`config.mk`:
```
export PLATFORM = sky130hd
export DESIGN_NAME = mem_stage
export DESIGN_NICKNAME = d
export VERILOG_FILES = /design/src/rtl/mem_stage_pkg.sv /design/src/rtl/mem_align.sv /design/src/rtl/mem_stage.sv
export SDC_FILE = /design/constraint.sdc
export NUM_CORES = 1
export LEC_CHECK = 0
export BUFFER_PORTS_ARGS = -buffer_cell sky130_fd_sc_hd__buf_4
export CORE_ASPECT_RATIO = 1.5
export CORE_MARGIN = 1.5
export CORE_UTILIZATION = 56
export DETAILED_ROUTE_END_ITERATION = 7
export PLACE_DENSITY = 0.86
export SETUP_SLACK_MARGIN = 0.05
export SLEW_MARGIN = 20
export SYNTH_ARGS = -nofsm -noshare
export SYNTH_HDL_FRONTEND = slang
export SYNTH_SLANG_ARGS = --single-unit
```
`constraint.sdc`:
```
create_clock -name clk -period 17.64 [get_ports clk]
set_input_delay 3.528 -clock clk [delete_from_list [all_inputs] [get_ports clk]]
set_output_delay 3.528 -clock clk [all_outputs]
set_load 0.02 [all_outputs]
```
`src/rtl/mem_stage_pkg.sv`:
```
// Shared definitions for the memory stage: FSM states, byte-enable constants,
// default timeout sizing and the alignment rule.
package mem_stage_pkg;

    typedef enum logic [1:0] {
        ST_IDLE = 2'd0,
        ST_REQ  = 2'd1,
        ST_RESP = 2'd2
    } state_t;

    localparam int         DEF_TIMEOUT_CYCLES = 64;
    localparam int         DEF_CNT_W          = 7;
    localparam logic [3:0] BE_NONE            = 4'h0;
    localparam logic [3:0] BE_WORD            = 4'hF;

    // Byte accesses are always aligned; words need addr[1:0]==0.
    function automatic logic is_misaligned(input logic is_byte, input logic [1:0] addr_lo);
        return !is_byte && (addr_lo != 2'b00);
    endfunction

endpackage

```
`src/rtl/mem_align.sv`:
```
// Combinational lane logic: store data replication / byte enables and
// load lane selection with sign extension.
module mem_align
    import mem_stage_pkg::*;
(
    input  logic        i_is_byte,
    input  logic [1:0]  i_addr_lo,
    input  logic [31:0] i_store_data,
    input  logic [31:0] i_rdata,
    output logic [31:0] o_wdata,
    output logic [3:0]  o_be,
    output logic [31:0] o_load_data
);

    logic [7:0] w_lane [4];
    logic [3:0] w_byte_be;
    logic [7:0] w_sel;

    genvar gi;
    generate
        for (gi = 0; gi < 4; gi++) begin : g_lane
            assign w_lane[gi]    = i_rdata[8*gi +: 8];
            assign w_byte_be[gi] = (i_addr_lo == 2'(gi));
        end
    endgenerate

    assign w_sel       = w_lane[i_addr_lo];
    assign o_wdata     = i_is_byte ? {4{i_store_data[7:0]}} : i_store_data;
    assign o_be        = i_is_byte ? w_byte_be : BE_WORD;
    assign o_load_data = i_is_byte ? {{24{w_sel[7]}}, w_sel} : i_rdata;

endmodule

```
`src/rtl/mem_stage.sv`:
```
// Memory pipeline stage: word/byte loads and stores over a req/ack port,
// branch resolution, and one registered writeback result per instruction.
module mem_stage
    import mem_stage_pkg::*;
#(
    parameter int TIMEOUT_CYCLES = DEF_TIMEOUT_CYCLES,
    parameter int CNT_W          = DEF_CNT_W
) (
    input  logic        clk,
    input  logic        reset,
    input  logic        valid_in,
    input  logic [31:0] alu_result,
    input  logic [31:0] store_data,
    input  logic        zero_in,
    input  logic [31:0] branch_tgt,
    input  logic [4:0]  dest_reg,
    input  logic        mem_read,
    input  logic        mem_write,
    input  logic        mem_byte,
    input  logic        branch,
    input  logic        reg_write,
    output logic        stall,
    output logic        dmem_req,
    output logic        dmem_we,
    output logic [31:0] dmem_addr,
    output logic [31:0] dmem_wdata,
    output logic [3:0]  dmem_be,
    input  logic        dmem_ack,
    input  logic [31:0] dmem_rdata,
    output logic        wb_valid,
    output logic        wb_en,
    output logic [31:0] wb_data,
    output logic [4:0]  wb_reg,
    output logic        pc_src,
    output logic [31:0] pc_target,
    output logic        mem_fault
);

    state_t           r_state, w_state_next;
    logic [CNT_W-1:0] r_cnt;
    logic [31:0]      r_addr, r_store_data, r_result;
    logic [4:0]       r_dest;
    logic             r_is_load, r_is_byte, r_reg_write, r_fault_op;
    logic             r_wb_valid, r_wb_en, r_pc_src, r_mem_fault;
    logic [31:0]      r_wb_data, r_pc_target;
    logic [4:0]       r_wb_reg;

    logic        w_is_mem, w_accept, w_misaligned, w_timeout;
    logic [31:0] w_wdata, w_load_data;
    logic [3:0]  w_be;

    assign w_is_mem     = mem_read | mem_write;
    assign w_accept     = (r_state == ST_IDLE) && valid_in;
    assign w_misaligned = is_misaligned(mem_byte, alu_result[1:0]);
    assign w_timeout    = (r_state == ST_REQ) && !dmem_ack
                          && (r_cnt == CNT_W'(TIMEOUT_CYCLES - 1));

    mem_align u_align (
        .i_is_byte    (r_is_byte),
        .i_addr_lo    (r_addr[1:0]),
        .i_store_data (r_store_data),
        .i_rdata      (dmem_rdata),
        .o_wdata      (w_wdata),
        .o_be         (w_be),
        .o_load_data  (w_load_data)
    );

    always_ff @(posedge clk or posedge reset) begin
        if (reset) r_state <= ST_IDLE;
        else       r_state <= w_state_next;
    end

    always_comb begin
        w_state_next = r_state;
        stall        = 1'b0;
        dmem_req     = 1'b0;
        dmem_we      = 1'b0;
        dmem_addr    = '0;
        dmem_wdata   = '0;
        dmem_be      = BE_NONE;
        unique case (r_state)
            ST_IDLE: begin
                // Stall is raised in the accept cycle itself, before any state change.
                if (w_accept && w_is_mem && !reset) stall = 1'b1;
                if (w_accept && w_is_mem && !w_misaligned) w_state_next = ST_REQ;
            end
            ST_REQ: begin
                stall      = 1'b1;
                dmem_req   = 1'b1;
                dmem_we    = !r_is_load;
                dmem_addr  = r_is_byte ? r_addr : {r_addr[31:2], 2'b00};
                dmem_wdata = r_is_load ? 32'h0 : w_wdata;
                dmem_be    = w_be;
                if (dmem_ack || w_timeout) w_state_next = ST_RESP;
            end
            ST_RESP: w_state_next = ST_IDLE;
            default: w_state_next = ST_IDLE;
        endcase
    end

    always_ff @(posedge clk or posedge reset) begin
        if (reset) begin
            r_cnt        <= '0;
            r_addr       <= '0;
            r_store_data <= '0;
            r_result     <= '0;
            r_dest       <= '0;
            r_is_load    <= 1'b0;
            r_is_byte    <= 1'b0;
            r_reg_write  <= 1'b0;
            r_fault_op   <= 1'b0;
            r_wb_valid   <= 1'b0;
            r_wb_en      <= 1'b0;
            r_wb_data    <= '0;
            r_wb_reg     <= '0;
            r_pc_src     <= 1'b0;
            r_pc_target  <= '0;
            r_mem_fault  <= 1'b0;
        end else begin
            r_wb_valid <= 1'b0;
            r_pc_src   <= 1'b0;
            r_cnt      <= (r_state == ST_REQ) ? r_cnt + CNT_W'(1) : '0;

            if (w_accept) begin
                r_addr       <= alu_result;
                r_store_data <= store_data;
                r_result     <= alu_result;
                r_dest       <= dest_reg;
                r_is_load    <= mem_read;
                r_is_byte    <= mem_byte;
                r_reg_write  <= reg_write;
                r_fault_op   <= 1'b0;
                if (!w_is_mem) begin
                    r_wb_valid <= 1'b1;
                    r_wb_data  <= alu_result;
                    r_wb_reg   <= dest_reg;
                    r_wb_en    <= reg_write & !branch;
                    if (branch && zero_in) begin
                        r_pc_src    <= 1'b1;
                        r_pc_target <= branch_tgt;
                    end
                end else if (w_misaligned) begin
                    r_wb_valid  <= 1'b1;
                    r_wb_data   <= alu_result;
                    r_wb_reg    <= dest_reg;
                    r_wb_en     <= 1'b0;
                    r_mem_fault <= 1'b1;
                end
            end

            if (r_state == ST_REQ) begin
                if (dmem_ack) begin
                    if (r_is_load) r_result <= w_load_data;
                end else if (w_timeout) begin
                    r_fault_op  <= 1'b1;
                    r_mem_fault <= 1'b1;
                end
            end

            // The writeback register is loaded while in RESP, so the result appears as RESP exits.
            if (r_state == ST_RESP) begin
                r_wb_valid <= 1'b1;
                r_wb_data  <= r_result;
                r_wb_reg   <= r_dest;
                r_wb_en    <= r_is_load & r_reg_write & !r_fault_op;
            end
        end
    end

    assign wb_valid  = r_wb_valid;
    assign wb_en     = r_wb_en;
    assign wb_data   = r_wb_data;
    assign wb_reg    = r_wb_reg;
    assign pc_src    = r_pc_src;
    assign pc_target = r_pc_target;
    assign mem_fault = r_mem_fault;

endmodule

```
==> qor.yml <==
ctsResizeCount: 0
synth-compound-area-share: 0.192
layout.nets: 1360
grt_pass1_vias: 8722
clkPwrFrac: 0.235
cpPeakStageDelay_ns: 0.32
power_w: 0.00156
core.rowCount: 57
yosysTopAreaCell: "dfrtp_1"
antenna_found_initial: 0
ys_types: 48
violations: "DRC"
wl_per_cell_um: 20.7
p_int_w: 0.000978
arrival_ns: 4.58
synthFlopType: "dfrtp_1"
worstPathRequired_ns: 14.11
hold_depth: 1
async_flop_share: 1.00
clk_pin_slew_ns: 0.07
syn_inst: 997
netlist_area_um2: 9430
synth_top_family_by_area: "simple AND/OR/NAND/NOR gates"
synth_xor_area_frac: 0.00279
wl_met1_mm: 10.1
endpoint_kind: "output port"
die_w_um: 109
drive_above_1_share: 0.296
synth_top_area_frac: 0.496
clockRootBuffer: "clkbuf_16"
synth_seq_cells: 187
setup_ws_ns: 9.53
syn_nets: 1141
synth_edf_count: 0
power_density_nw_per_um2: 129
report.final.slew_viol_count: 0
cts_buffers: 17
io_pins: 287
ys_top_cells_by_area: "dfrtp_1, nand2_1, o21ai_0"
slew_headroom: 0.321
synth.avg_cell_area_um2: 9.46
initial_utilization: 0.577
setup_viol: 0
core_area_um2: 16300
swShare: 0.374
routed-wl-met2_mm: 14.9
holdPathEnd: "r_addr[20]"
period_share: 0.460
reg2reg_from: "r_state[0]"
die_h_um: 162
rsz0062_at_grt: "no"
critPathMaxFanout: 44
cp_slowest_cell: "buf_4"
final_cell_mix: "buf_4, dfrtp_1, nand2_1"
hold_viol_final: 0
maxCapViolCount: 0
syn2layout_area_growth_pct: 28.3
dieArea_um2: 17600
critPathLaunchType: "input pin"
via_per_inst: 6.12
grt_max_degree: 96
path_cells: "buf_4, nor3b_4, nand3_1, a21oi_1, buf_4"
seqPwrFrac: 0.416
clk_latency_ns: 0.43
synth_fa_ha_area_frac: 0.00133
yosys.area_share.simple: 0.198
criticalPathCategory: "in2out"
antenna_left: 0
wl_met3_mm: 3.03
ys_seq_area_frac: 0.496
rr_endpoint: "pc_target[11]"
finalWirelength_mm: 29.7
dr.pass1.iters: 8
post_cts_buffers: 0
max_freq_mhz: 123
worst-slew-pin-transition_ns: 1.02
status: "finished with violations"
hold_path.class: "reg2reg"
port-buffer-count: 286
yosys-mux-area-fraction: 0.0626
hold_path.startpoint: "r_addr[20]"
r2r_slack_ns: 14.50
track_usage: 0.339
worst-r2r-cell-count: 4
layout.cells.most_common: "buf_4"
cts_num_sinks: 187
final.min_clock_period_ns: 8.11
vias: 8788
cts_tree: "done"
gp_congestion: 0.907
hold-worst-slack_ns: 0.468
setup-tns-final_ns: 0
hold_buffers: 0
drt_iter0_markers: 764
cpMostUsedCell: "buf_4"
drc: 2
skew_ns: 0.0103
yosysWarnings: 0
n_antenna_cell: 0
dp_hpwl_mm: 20.3
overflow: 0
p_leak_nw: 5.91
ir_drop_uv: 66.0
pwr-share-comb: 0.349
routed.top_layer: "met4"
grt_pass1_wl_mm: 46.1
cts_max_level: 4
cts_max_path_buffers: 2
place_ws_ns: 9.52
p_switching_w: 0.000585
[worst max path at each step]
stage | startpoint | endpoint | slack, ns | cells after the start
floorplan | reset | stall | 5.96 | 3
global placement | reset | stall | 9.51 | 5
detailed placement | reset | stall | 9.52 | 5
CTS | reset | stall | 9.51 | 5
global route | reset | stall | 9.40 | 5
finish | valid_in | stall | 9.53 | 5
[metal layers]
layer,vias to the layer above,track usage
met5,-,0
met4,0,0.191
li1,3960,-
met3,100,0.0915
met2,513,0.584
met1,4215,0.371
[Yosys cell counts, types with 7 or more instances]
cell / n
a211oi_1: 20
a21o_1: 33
a21oi_1: 37
a221oi_1: 7
a2bb2oi_1: 38
a31oi_1: 40
and2_1: 41
buf_2: 27
clkbuf_1: 59
dfrtp_1: 187
inv_1: 13
mux2_1: 29
mux2_2: 19
nand2_1: 183
nor2_1: 66
nor3_1: 22
nor4bb_1: 33
o21ai_0: 74
o31ai_1: 7
or4b_2: 7
[power groups by stage]
stage | combinational (W) | sequential (W) | clock [W]
after floorplan | 0.000276 | 0.000689 | 0
after global placement | 0.000529 | 0.000647 | 0
after detailed placement | 0.000544 | 0.000653 | 0
after CTS | 0.000546 | 0.000647 | 0.000369
after global routing | 0.000591 | 0.000663 | 0.000387
final | 0.000546 | 0.000650 | 0.000368
[worst max-delay path, delay by kind of cell]
family	cells	cell delay, ns
AO/OA/AOI/OAI	1	0.17
buffers and inverters	2	0.50
AND/OR/NAND/NOR	2	0.37
[kinds of logic after synthesis]
logic type | Yosys count
simple gates | 374
mux | 53
compound gates | 273
xor+xnor | 3
flops | 187
fa+ha+maj | 1
buf+inv | 106
[through the flow]
step                std cells  cell area (um2)   util
floorplan                 997             9430      -
global placement         1402            11500  0.705
detailed placement       1402            11500  0.705
CTS                      1434            12100  0.739
global route             1435            12100  0.741
finish                   1435            12100  0.741
[area by class of cell]
| type | instances | area, um2 |
|---|---|---|
| Clock buffer | 18 | 429 |
| Multi-Input combinational cell | 704 | 4340 |
| Inverter | 13 | 56.3 |
| Fill cell | 1196 | 4230 |
| Tap cell | 206 | 258 |
| Sequential cell | 187 | 4680 |
| Timing Repair Buffer | 293 | 2210 |
| Clock inverter | 14 | 130 |
Note: power is estimated with default switching activity, not from simulation.
